==> src/rtl/mat_mult_sequencer.sv <==
`timescale 1ns/1ps
// Sequencer for an external 2x2 nibble matrix multiplier: loads 8 operands, waits, drains 4 results.
// Latency: result w presented COMPUTE_CYCLES edges after the 8th operand handshake.
// Backpressure: out_ready low holds out_data/out_last stable; no operand accepted outside LOAD.
module mat_mult_sequencer #(
   parameter int COMPUTE_CYCLES = 1
) (
   input  logic        clk,
   input  logic        reset,
   input  logic        in_valid,
   output logic        in_ready,
   input  logic [3:0]  in_data,
   output logic [31:0] op_bus,
   input  logic [31:0] res_bus,
   output logic        out_valid,
   input  logic        out_ready,
   output logic [7:0]  out_data,
   output logic        out_last,
   output logic        busy,
   output logic [7:0]  done_count
);

   typedef enum logic [1:0] {
      LOAD  = 2'd0,
      WAIT  = 2'd1,
      DRAIN = 2'd2
   } state_t;

   // Counter preload: the capture edge itself is counted, hence the minus one.
   localparam logic [3:0] WAIT_INIT = 4'(COMPUTE_CYCLES - 1);

   state_t      state;
   logic [2:0]  idx;       // next operand slot, 0=a .. 7=h
   logic [3:0]  wait_cnt;
   logic [31:0] res_q;     // captured {w,x,y,z}
   logic [1:0]  elem;      // element currently presented, 0=w .. 3=z
   logic [1:0]  elem_nxt;

   assign elem_nxt = elem + 2'd1;

   // Single FSM: all handshake and status outputs are registered here.
   always_ff @(posedge clk or negedge reset) begin
      if (!reset) begin
         state      <= LOAD;
         idx        <= 3'd0;
         wait_cnt   <= 4'd0;
         op_bus     <= 32'd0;
         res_q      <= 32'd0;
         elem       <= 2'd0;
         in_ready   <= 1'b1;
         out_valid  <= 1'b0;
         out_data   <= 8'd0;
         out_last   <= 1'b0;
         busy       <= 1'b0;
         done_count <= 8'd0;
      end else begin
         case (state)
            LOAD: begin
               if (in_valid && in_ready) begin
                  // Slot a sits in the top nibble, so slot index i maps to bit 4*(7-i).
                  op_bus[{~idx, 2'b00} +: 4] <= in_data;
                  busy <= 1'b1;
                  if (idx == 3'd7) begin
                     idx      <= 3'd0;
                     wait_cnt <= WAIT_INIT;
                     in_ready <= 1'b0;
                     state    <= WAIT;
                  end else begin
                     idx <= idx + 3'd1;
                  end
               end
            end
            WAIT: begin
               if (wait_cnt == 4'd0) begin
                  res_q     <= res_bus;
                  out_data  <= res_bus[31:24];
                  out_last  <= 1'b0;
                  out_valid <= 1'b1;
                  elem      <= 2'd0;
                  state     <= DRAIN;
               end else begin
                  wait_cnt <= wait_cnt - 4'd1;
               end
            end
            DRAIN: begin
               if (out_ready) begin
                  if (elem == 2'd3) begin
                     out_valid  <= 1'b0;
                     out_last   <= 1'b0;
                     busy       <= 1'b0;
                     done_count <= done_count + 8'd1;
                     in_ready   <= 1'b1;
                     state      <= LOAD;
                  end else begin
                     // Element w is in the top byte, so element i maps to bit 8*(3-i).
                     elem     <= elem_nxt;
                     out_data <= res_q[{~elem_nxt, 3'b000} +: 8];
                     out_last <= (elem_nxt == 2'd3);
                  end
               end
            end
            default: begin
               state <= LOAD;
            end
         endcase
      end
   end

endmodule

==> config.mk <==
export PLATFORM = sky130hd
export DESIGN_NAME = mat_mult_sequencer
export DESIGN_NICKNAME = d
export VERILOG_FILES = /design/src/rtl/mat_mult_sequencer.sv
export SDC_FILE = /design/constraint.sdc
export NUM_CORES = 1
export LEC_CHECK = 0
export BUFFER_PORTS_ARGS = -buffer_cell sky130_fd_sc_hd__buf_4
export CORE_AREA = 2 2 114 116
export DETAILED_ROUTE_END_ITERATION = 7
export DIE_AREA = 0 0 116 118
export PLACE_DENSITY = 0.61
export SLEW_MARGIN = 5
export SYNTH_ARGS = -nofsm -noshare
export SYNTH_HDL_FRONTEND = slang
export SYNTH_SLANG_ARGS = --single-unit
==> constraint.sdc <==
create_clock -name clk -period 2.85 [get_ports clk]
set_clock_uncertainty 0.2 [all_clocks]
set_input_delay 0.57 -clock clk [delete_from_list [all_inputs] [get_ports clk]]
set_output_delay 0.57 -clock clk [all_outputs]
set_load 0.01 [all_outputs]
== Word level (Yosys, flattened, before mapping) ==
Cells that the tools add are included.

* Bits in registers: 95
* Output and inout port bits: 52

* Shifts and indexed selects: 3
* Reduce and logical (&&, ||, !) cells: 16
* Bitwise operators: 2
* Equal/unequal tests: 12
* Muxes and demuxes: 35
* Add/sub/neg operators: 5

{| class="wikitable"
|+ Operators by type and width
! operator !! number
|-
| bitwise mux 32 bit || 1
|-
| variable shift 4 x 7 -> 32 bit (first input constant) || 1
|-
| indexed part select 32 x 6 -> 8 bit || 1
|-
| indexed part select 4 x 7 -> 32 bit || 1
|-
| 2-to-1 mux 8 bit || 3
|-
| 2-to-1 mux 2 bit || 8
|-
| case mux 8 bit (2 select lines) || 1
|-
| AND reduction 4 bit || 4
|-
| inequality test 2 bit (second input constant) || 7
|-
| 2-to-1 mux 4 bit || 3
|-
| 2-to-1 mux 1 bit || 11
|-
| AND reduction 5 bit || 2
|-
| adder 8 x 1 -> 8 bit (second input constant) || 1
|-
| case mux 1 bit (2 select lines) || 4
|-
| case mux 4 bit (2 select lines) || 1
|-
| negation 5 -> 7 bit || 1
|-
| == test 2 bit (second input constant) || 3
|-
| case mux 2 bit (3 select lines) || 1
|-
| AND reduction 3 bit || 2
|-
| nonzero test 2 bit || 3
|-
| zero test 4 bit || 1
|-
| case mux 2 bit (2 select lines) || 1
|-
| AND reduction 2 bit || 2
|-
| subtractor 4 x 1 -> 4 bit (second input constant) || 1
|-
| other kinds (9) || 9
|}

== Logic depth before layout (Yosys ltp) ==
Gate-level depths: netlist (run 1).

* Depth after elaboration: 6
* Depth in mapped cells: 9
* Depth with buffers taken out: 6

== Worst setup path after synthesis (run 1) ==
OpenSTA, ideal clock, no wires.

* Kind: reg2reg
* Start point: register idx[0]
* End point: register op_bus[0]
* Stages on the path, launching flop included: 6
* Setup time: 0.125 ns
* Period minus slack after synthesis: 2.204 ns
* Data arrival time: 1.879 ns
* Setup slack: 0.646 ns
* Path through: dfrtp_1 > ha_1 > ha_1 > or4_4 > buf_6 > mux2_4

* Cells in the longest elaborated chain, start to end: 4
* Elaborated cells between the ends (all ways): 5
* Classes of those cells: add/sub (1); shift (2); mux (1); bitwise (1)

{| class="wikitable"
|+ RTL lines
! element !! RTL line !! text
|-
| from (decl) || 33 || <nowiki>logic [2:0] idx;</nowiki>
|-
| from (signal assigned) || 69 || <nowiki>idx <= idx + 3'd1;</nowiki>
|-
| NOT 3 bit * || 61 || <nowiki>op_bus[{~idx, 2'b00} +: 4] <= in_data;</nowiki>
|-
| negation 5 -> 7 bit * || 61 ||
|-
| indexed part select 4 x 7 -> 32 bit / variable shift 4 x 7 -> 32 bit (equally long branches) || 61 ||
|-
| bitwise mux 32 bit * || 61 ||
|-
| to (signal, indexed assignment) || 61 ||
|-
| to (decl) || 13 || <nowiki>output logic [31:0] op_bus,</nowiki>
|}

Mark *: on every way between the ends. The rest lies on a longest branch, timed or not.
A chain may end at the register's enable or synchronous reset.

== Worst setup path in the final report (run 1) ==
* Start point: register wait_cnt[0]
* End point: register elem[1]

* Cells in the longest elaborated chain, start to end: 3

{| class="wikitable"
|+ RTL lines
! element !! RTL line !! text
|-
| from (decl) || 34 || <nowiki>logic [3:0] wait_cnt;</nowiki>
|-
| from (signal assigned) || 82 || <nowiki>wait_cnt <= wait_cnt - 4'd1;</nowiki>
|-
| zero test 4 bit || 74 || <nowiki>if (wait_cnt == 4'd0) begin</nowiki>
|-
| inequality test 2 bit (no source line) || n/a ||
|-
| AND reduction 4 bit (no source line) || n/a ||
|-
| to (signal assigned) || 96 || <nowiki>elem <= elem_nxt;</nowiki>
|-
| to (decl) || 36 || <nowiki>logic [1:0] elem;</nowiki>
|}

No other way between the ends.

==> summary.txt, run 1 <==
diode count: 0
initial antenna violation count: 0
class of the worst hold path: primary input to async pin
initial DRC count: 101
critical path cell sequence: inv_1 > ha_1 > or3b_1 > o21ai_4 > a21boi_4 > o32ai_1
GR Util met3: 5.046%
met1 Resource Use GR: 18.81%
Max Clk Rate: 424.9 MHz
Placed Area: 5090 sq um
leading area contributor after synthesis: dfrtp_1
Worst-Skew Late Latency: 340 ps
Syn Inst Count: 301
status: finished, violations left
Synth Area in XOR/XNOR: 1.861%
CP peak stage delay: 480 ps
slowest CP cell: or3b_1
Async SR Flop Fraction: 100.0%
die width: 116 um
Hold Vio Cnt, Final: 10
Ports: 92
finished layout cell area: 5378 sq um
hold buffers post-CTS: 0
total gr overflow: 0
number of synthesized flops with an enable pin: 0
Synthesized Nets: 352
# H-tree levels: 3
Compound-Gate Fraction of Synth Area: 5.229%
CP delay by family, top: compound AO/OA/AOI/OAI gates
vias in the first global route: 3000
Worst Tran Pin Value: 490.8 ps
die area: 13690 sq um
Max Fanout on Critical Path: 10
met2 Use GR: 22.48%
hold_ws: -5.568 ps
Num CTS Buffers: 9
worst reg-to-reg path cell count: 6
Adder-Cell Fraction of Synth Area: 3.250%
# port buffers: 91
CP startpoint kind: flop
pin count of the biggest net entering global routing: 60
worst path bufs/invs: 1
WP data arrival: 2360 ps
clock-pin slew on the worst setup and hold paths: 70 ps
Post-synth top flop: dfrtp_1
Post-DP HPWL: 6582 um
wire length per cell: 15.83 um
routed vias/inst: 4.748
synth unique cells: 46
final setup margin: 496.7 ps
#FFs+latches synth: 95
synth top area cells: dfrtp_1 56%, mux2_2 8.8%, mux2_1 7.4%, mux4_2 4.3%, ha_1 3.2%
Clock Sinks: 95
minimum clock period: 2353 ps
Max Slew Vio Count: 0
pre-CTS WS: 490.5 ps
Root Driver: clkbuf_16
core area: 12410 sq um
Total Nets Final: 446
Final period util: 82.57%
Fin Setup TNS: 0 ps
Routed WL: 9041 um
Synth top area share: 55.54%
Vert. Die Dim: 118 um
largest family of logic cells by synthesized area: multiplexers
first-pass GRT wire length: 15390 um
final core occ: 43.32%
most frequent cells in the layout: 94 x dfrtp_1, 94 x buf_4, 33 x mux2_2
routability cong.: 0.7296
Site Rows: 41
failing checks: hold timing
mux share of post-synthesis cell area: 21.89%
CTS tree: done
Crit path depth: 6
Synth warnings: 0
GR peak layer: met2
RSZ-0062 raised after global routing: false
maxcap violations: 0
Slew HR: 67.28%
Bufs on Longest Clock Path: 2
crit path launch: wait_cnt[0]
first-pass iteration count of the detailed router: 4
CP endpoint kind: flop
initial core utilization: 34.12%
worst vdd ir: 312.4 uV
Layout area overhead: 26.97%
share of layout cells above drive strength 1: 40.10%
register area share after synthesis: 56.16%
total number of vias: 2711
kind of critical path: flop to flop
pwr/cell area: 496.8 nW/um^2
# setup viols final: 0
post-route ant nets: 0
detailed-route DRC error count: 0
Post-CTS Setup Repair Bufs: 0
simple-gate share of the synthesized area: 8.951%
post-cts gate resize count: 0
Synth Cell Area: 4235 sq um
Avg Inst Size Synth: 14.07 sq um
Critical Path RT: 2850 ps
Leak: 2.623 nW
overall routing resource usage: 14.40%
Critical R2R Launch: wait_cnt[0]
-- flip-flops by register name, summed over array words and instances (netlist names), 2 cells and up --
signal / count
op_bus: 32
res_q: 32
done_count: 8
out_data: 8
wait_cnt: 4
idx: 3
elem: 2
state: 2
-- layout make-up --
class | count | area (sq um)
repair buffers | 95 | 725.7
multi-input cells | 187 | 1744
fillers | 1174 | 7037
inverters | 7 | 26.28
well taps | 172 | 215.2
clock buffers | 9 | 225.2
clock inverters | 6 | 62.56
flip-flops and latches | 95 | 2379
-- routing by layer --
layer / wire length [um] / vias up
met1: 3988 / 1346
met5: 0 / -
met3: 641 / 9
li1: - / 1277
met4: 114 / 0
met2: 4296 / 79
-- cells in the mapped netlist (3+ instances only) --
library cell / number
nand2_1: 18
a2bb2oi_1: 8
o21ai_0: 4
and3_1: 6
and2_1: 8
xor2_1: 3
inv_1: 7
mux2_2: 33
dfrtp_1: 94
mux2_1: 28
mux2_4: 4
nand3_1: 10
ha_1: 11
buf_2: 3
o22ai_1: 9
mux4_2: 8
buf_6: 5
xnor2_1: 6
-- through the flow --
| step | instances | total power, mW |
|---|---|---|
| floorplan | 301 | 1.433 |
| global placement | 556 | 1.516 |
| detailed placement | 556 | 1.520 |
| CTS | 571 | 2.716 |
| global route | 571 | 2.780 |
| finish | 571 | 2.672 |
-- worst register-to-register path, cell delays in order, from the launching register on --
cell and delay (ps):
dfrtp_1 380, inv_1 110, ha_1 150, or3b_1 480
o21ai_4 340, a21boi_4 410, o32ai_1 150
-- report_power, final --
| group | internal [mW] | switching (mW) |
|---|---|---|
| Sequential | 1.37 | 0.0113 |
| Combinational | 0.0596 | 0.0485 |
| Clock | 0.672 | 0.509 |
| Total | 2.10 | 0.569 |
-- path summary, 6_finish.rpt --
| kind | to | slack [ps] |
|---|---|---|
| worst max register to register | elem[1] | 500 |
| min in group clk | res_q[2] | 240 |
| worst min-delay path | op_bus[31] | -6 |
| worst max-delay path | elem[1] | 500 |
| max in group asynchronous | in_ready | 1750 |
| worst min register to register | done_count[7] | 270 |
-- cells by family after synthesis --
| logic type | after synthesis |
|---|---|
| mux | 73 |
| fa+ha+maj | 11 |
| xor+xnor | 9 |
| simple gates | 65 |
| buf+inv | 19 |
| flops | 95 |
| compound gates | 29 |
Power figures use the tool's default switching activity.
==> run 2: changes to the inputs <==
clock period = 2.3 ns   (was 2.85 ns; I/O delays follow)
==> run 2 against run 1 <==
Global-route usage decreased by 0.11 points; the run now ends clean; non-clock buffer count increased by 12; critical endpoint is now res_q[26]; cell area increased by 2.4%.
==> summary.txt, run 2 (synthesis gave the netlist of run 1 again) <==
Ports: 92
routability cong.: 0.7254
Vert. Die Dim: 118 um
diode count: 0
total power: 3.297 mW
worst reg-to-reg setup slack: 110 ps
Final period util: 95.01%
Post-DP HPWL: 6623 um
Worst-Skew Late Latency: 340 ps
first-pass GRT wire length: 15280 um
worst vdd ir: 285.1 uV
final core occ: 44.38%
Slew HR: 64.73%
Critical Path RT: 2320 ps
# H-tree levels: 3
Leak: 2.711 nW
worst reg-to-reg path cell count: 6
Fin Setup TNS: 0 ps
initial core utilization: 34.12%
class of the worst hold path: primary input to flop
die area: 13690 sq um
WP data arrival: 2200 ps
Max Clk Rate: 457.6 MHz
pwr/cell area: 598.6 nW/um^2
kind of critical path: flop to flop
Bufs on Longest Clock Path: 2
filler cell count: 1163
share of layout cells above drive strength 1: 42.37%
Layout area overhead: 30.07%
Clock Sinks: 95
# port buffers: 91
initial antenna violation count: 0
clock-pin slew on the worst setup and hold paths: 60 ps
Root Driver: clkbuf_16
area of the multi-input gates: 1768 sq um
Worst Tran Pin Value: 529.1 ps
finished layout cell area: 5509 sq um
reg2reg end: res_q[26]
CP startpoint kind: flop
most frequent cells in the layout: 104 x buf_4, 94 x dfrtp_1, 33 x mux2_2
die width: 116 um
sequential cell area: 2379 sq um
Max Fanout on Critical Path: 34
post-route ant nets: 0
pin count of the biggest net entering global routing: 41
# setup viols final: 0
Max Slew Vio Count: 0
Critical R2R Launch: wait_cnt[1]
first-pass iteration count of the detailed router: 4
Placed Area: 5185 sq um
core area: 12410 sq um
Worst Hold Depth: 2
most common cell after layout, fill and taps aside: buf_4
CP endpoint kind: flop
initial DRC count: 98
sink of the worst hold path: res_q[11]
Top Registers: op_bus: 32 flops, res_q: 32 flops
maxcap violations: 0
total gr overflow: 0
detailed-route DRC error count: 0
Routed WL: 8992 um
Site Rows: 41
Total Nets Final: 459
vias in the first global route: 2997
overall routing resource usage: 14.29%
wire length per cell: 15.37 um
Num CTS Buffers: 9
hold wc startpoint: res_bus[11]
routed vias/inst: 4.790
status: complete, no violations
CTS tree: done
Hold Vio Cnt, Final: 0
minimum clock period: 2185 ps
crit path launch: wait_cnt[1]
total number of vias: 2802
RSZ-0062 raised after global routing: false
run 2: changes by cell type in the layout (fill, tap and decap cells not counted), sizes merged:
| cell | previous run | this run |
|---|---|---|
| a21boi | 1 | 2 |
| buf | 95 | 106 |
| clkbuf | 9 | 10 |
| clkinv | 2 | 4 |
| clkinvlp | 3 | 1 |
| dlygate4sd3 | 0 | 1 |
run 2: repair_timing:
item / 4_1_cts / 5_1_grt
resized for setup: 0 / 3
hold endpoints to repair: 36 / 0
setup buffers: 0 / 0
hold buffers: 1 / 0
setup endpoints to repair: 0 / 50
run 2: layout make-up:
type | instances | share of cell area, %
Sequential cell | 95 | 43.18
Multi-Input combinational cell | 188 | 32.09
Timing Repair Buffer | 107 | 15.08
Clock buffer | 10 | 4.156
Tap cell | 172 | 3.906
Clock inverter | 6 | 1.113
Inverter | 7 | 0.4769
run 2: how the worst max path moves through the flow:
| stage | endpoint | slack (ps) |
|---|---|---|
| finish | res_q[26] | 110 |
| global route | res_q[21] | 40 |
| CTS | elem[1] | 30 |
| detailed placement | elem[1] | 70 |
| global placement | op_bus[27] | 110 |
| floorplan | op_bus[0] | 100 |
run 2: power breakdown:
part	total, mW	switching (mW)	internal (mW)
Sequential	1.71	0.0145	1.70
Combinational	0.136	0.0595	0.0769
Clock	1.45	0.609	0.838
Total	3.30	0.683	2.61
run 2: layer usage:
metal	up-vias	share of wire (%)	track usage, %
met2	80	47	22.51
met3	14	7.0	4.531
met1	1394	44	18.37
li1	1314	-	-
met5	-	0	0
met4	0	1.7	5.208
run 2: per-stage QoR:
step | std cells | hold WS, ps | setup WS (ps)
after floorplan | 301 | -35.59 | 95.51
final | 585 | 128.6 | 114.7
after global routing | 585 | 119.2 | 41.99
after detailed placement | 567 | 277.8 | 66.33
after CTS | 584 | 117.5 | 31.79
after global placement | 567 | 263.8 | 106.9
run 2: critical path, stage by stage (launching register included):
cell and delay, ps:
dfrtp_1 380, inv_1 110, ha_1 160, or3b_4 410, or2_1 260, buf_12 180, mux2_1 330
==> run 3: changes to the inputs <==
CELL_PAD_IN_SITES_DETAIL_PLACEMENT = 0   (was unset)
CELL_PAD_IN_SITES_GLOBAL_PLACEMENT = 1   (was unset)
PLACE_DENSITY = 0.71   (was 0.61)
==> run 3 against run 2 <==
First-iteration DRC count down 6.1%; largest power group unchanged; count of clock-buffer cells in the layout up 3; final cell count down 0.34%; hold slack worse by 3.2 ps; cell area unchanged; die area unchanged.
==> summary.txt, run 3 (synthesis gave the netlist of run 1 again) <==
status: complete, no violations
Critical Path RT: 2330 ps
die area: 13690 sq um
Slew HR: 69.16%
Critical R2R Launch: idx[1]
total gr overflow: 0
# port buffers: 91
Final period util: 94.63%
hold_ws: 125.4 ps
Max Fanout on Critical Path: 4
routed vias/inst: 4.719
Bufs on Longest Clock Path: 2
WP data arrival: 2200 ps
# setup viols final: 0
Max Clk Rate: 459.5 MHz
Placed Cells: 565
pre-CTS WS: 94.82 ps
worst reg-to-reg setup slack: 120 ps
Worst Tran Pin Value: 462.6 ps
Hold Vio Cnt, Final: 0
Clock Sinks: 95
Num CTS Buffers: 9
clock power share: 45.1%
finished layout cell area: 5509 sq um
most common cell after layout, fill and taps aside: buf_4
Max Slew Vio Count: 0
Worst-Skew Late Latency: 340 ps
Comb power frac: 4.1%
Fin Setup TNS: 0 ps
Routed WL: 8935 um
Final Non-Filler Cells: 583
routability cong.: 0.7100
core area: 12410 sq um
met2 Use GR: 22.19%
RSZ-0062 raised after global routing: false
Vert. Die Dim: 118 um
minimum clock period: 2176 ps
CTS tree: done
Site Rows: 41
Worst Hold Depth: 2
maxcap violations: 0
switching portion of total power: 19.87%
NetSw: 0.6705 mW
Top Registers: op_bus: 32 flops, res_q: 32 flops
pwr/cell area: 612.4 nW/um^2
Placed Area: 5170 sq um
worst vdd ir: 402.7 uV
clock-pin slew on the worst setup and hold paths: 60 ps
initial core utilization: 34.12%
Reg power frac: 50.8%
Ports: 92
final setup margin: 123.6 ps
Pint: 2.703 mW
Layout area overhead: 30.07%
post-route ant nets: 0
Post-CTS Setup Repair Bufs: 0
# H-tree levels: 3
total number of vias: 2751
CP endpoint kind: flop
final core occ: 44.38%
reg2reg end: op_bus[1]
overall routing resource usage: 14.11%
filler cell count: 1196
first-pass iteration count of the detailed router: 4
GR Util met3: 5.664%
share of layout cells above drive strength 1: 41.85%
detailed-route DRC error count: 0
vias in the first global route: 2987
sink of the worst hold path: res_q[18]
hold wc startpoint: res_bus[18]
CP startpoint kind: flop
initial DRC count: 92
met1 Resource Use GR: 18.03%
pin count of the biggest net entering global routing: 45
Leak: 2.709 nW
first-pass GRT wire length: 15080 um
wire length per cell: 15.33 um
kind of critical path: flop to flop
diode count: 0
class of the worst hold path: primary input to flop
total power: 3.374 mW
Post-DP HPWL: 6617 um
GR peak layer: met2
worst reg-to-reg path cell count: 4
Root Driver: clkbuf_16
Total Nets Final: 457
die width: 116 um
most frequent cells in the layout: 102 x buf_4, 94 x dfrtp_1, 33 x mux2_2
initial antenna violation count: 0
-- run 3: cell types whose count changed in the layout (fill, tap and decap cells not counted) --
cell        before  now
nor3b_2          2    1
clkbuf_8         0    3
buf_4          104  102
nor3b_1          0    1
clkinvlp_4       1    0
clkinv_2         3    2
clkinv_4         1    0
-- run 3: routing by layer --
metal	vias to the layer above	wire, um
li1	1297	-
met3	7	622
met1	1366	3941
met5	-	0
met4	0	65
met2	81	4305
-- run 3: worst max-delay path by stage --
stage          slack, ps  cells past startpoint          end         from
2_1_floorplan        100                      5    op_bus[0]       idx[0]
3_3_place_gp         110                      6   op_bus[28]       idx[1]
3_5_place_dp          90                      6   op_bus[27]       idx[1]
4_1_cts               70                      7  out_data[2]  wait_cnt[0]
5_1_grt               40                      6     res_q[4]  wait_cnt[0]
6_report             120                      4    op_bus[1]       idx[1]
-- run 3: power by group through the flow --
stage                     clock (mW)  sequential, mW  combinational [mW]
after floorplan                    0            1.74              0.0360
after global placement             0            1.74               0.137
after detailed placement           0            1.75               0.139
after CTS                       1.59            1.71               0.142
after global routing            1.66            1.72               0.154
final                           1.52            1.71               0.137
-- run 3: cell type report --
| cell class | count | area, sq um | share of cell area (%) |
|---|---|---|---|
| clock buffers | 13 | 270.3 | 4.906 |
| clock inverters | 3 | 40.04 | 0.7268 |
| inverters | 7 | 26.28 | 0.4769 |
| multi-input cells | 188 | 1763 | 32.00 |
| flip-flops and latches | 95 | 2379 | 43.18 |
| well taps | 172 | 215.2 | 3.906 |
| repair buffers | 105 | 815.8 | 14.81 |
-- run 3: what timing repair did --
| item | 4_1_cts | 5_1_grt |
|---|---|---|
| endpoints found under the setup margin | 0 | 42 |
| hold buffers | 1 | 0 |
| gates resized for setup | 0 | 2 |
| hold endpoints to repair | 30 | 0 |
-- run 3: critical path: stages (launching register included) --
cell and delay, ps:
dfrtp_1 410, ha_1 220, ha_1 330, or4_4 580, mux2_4 320
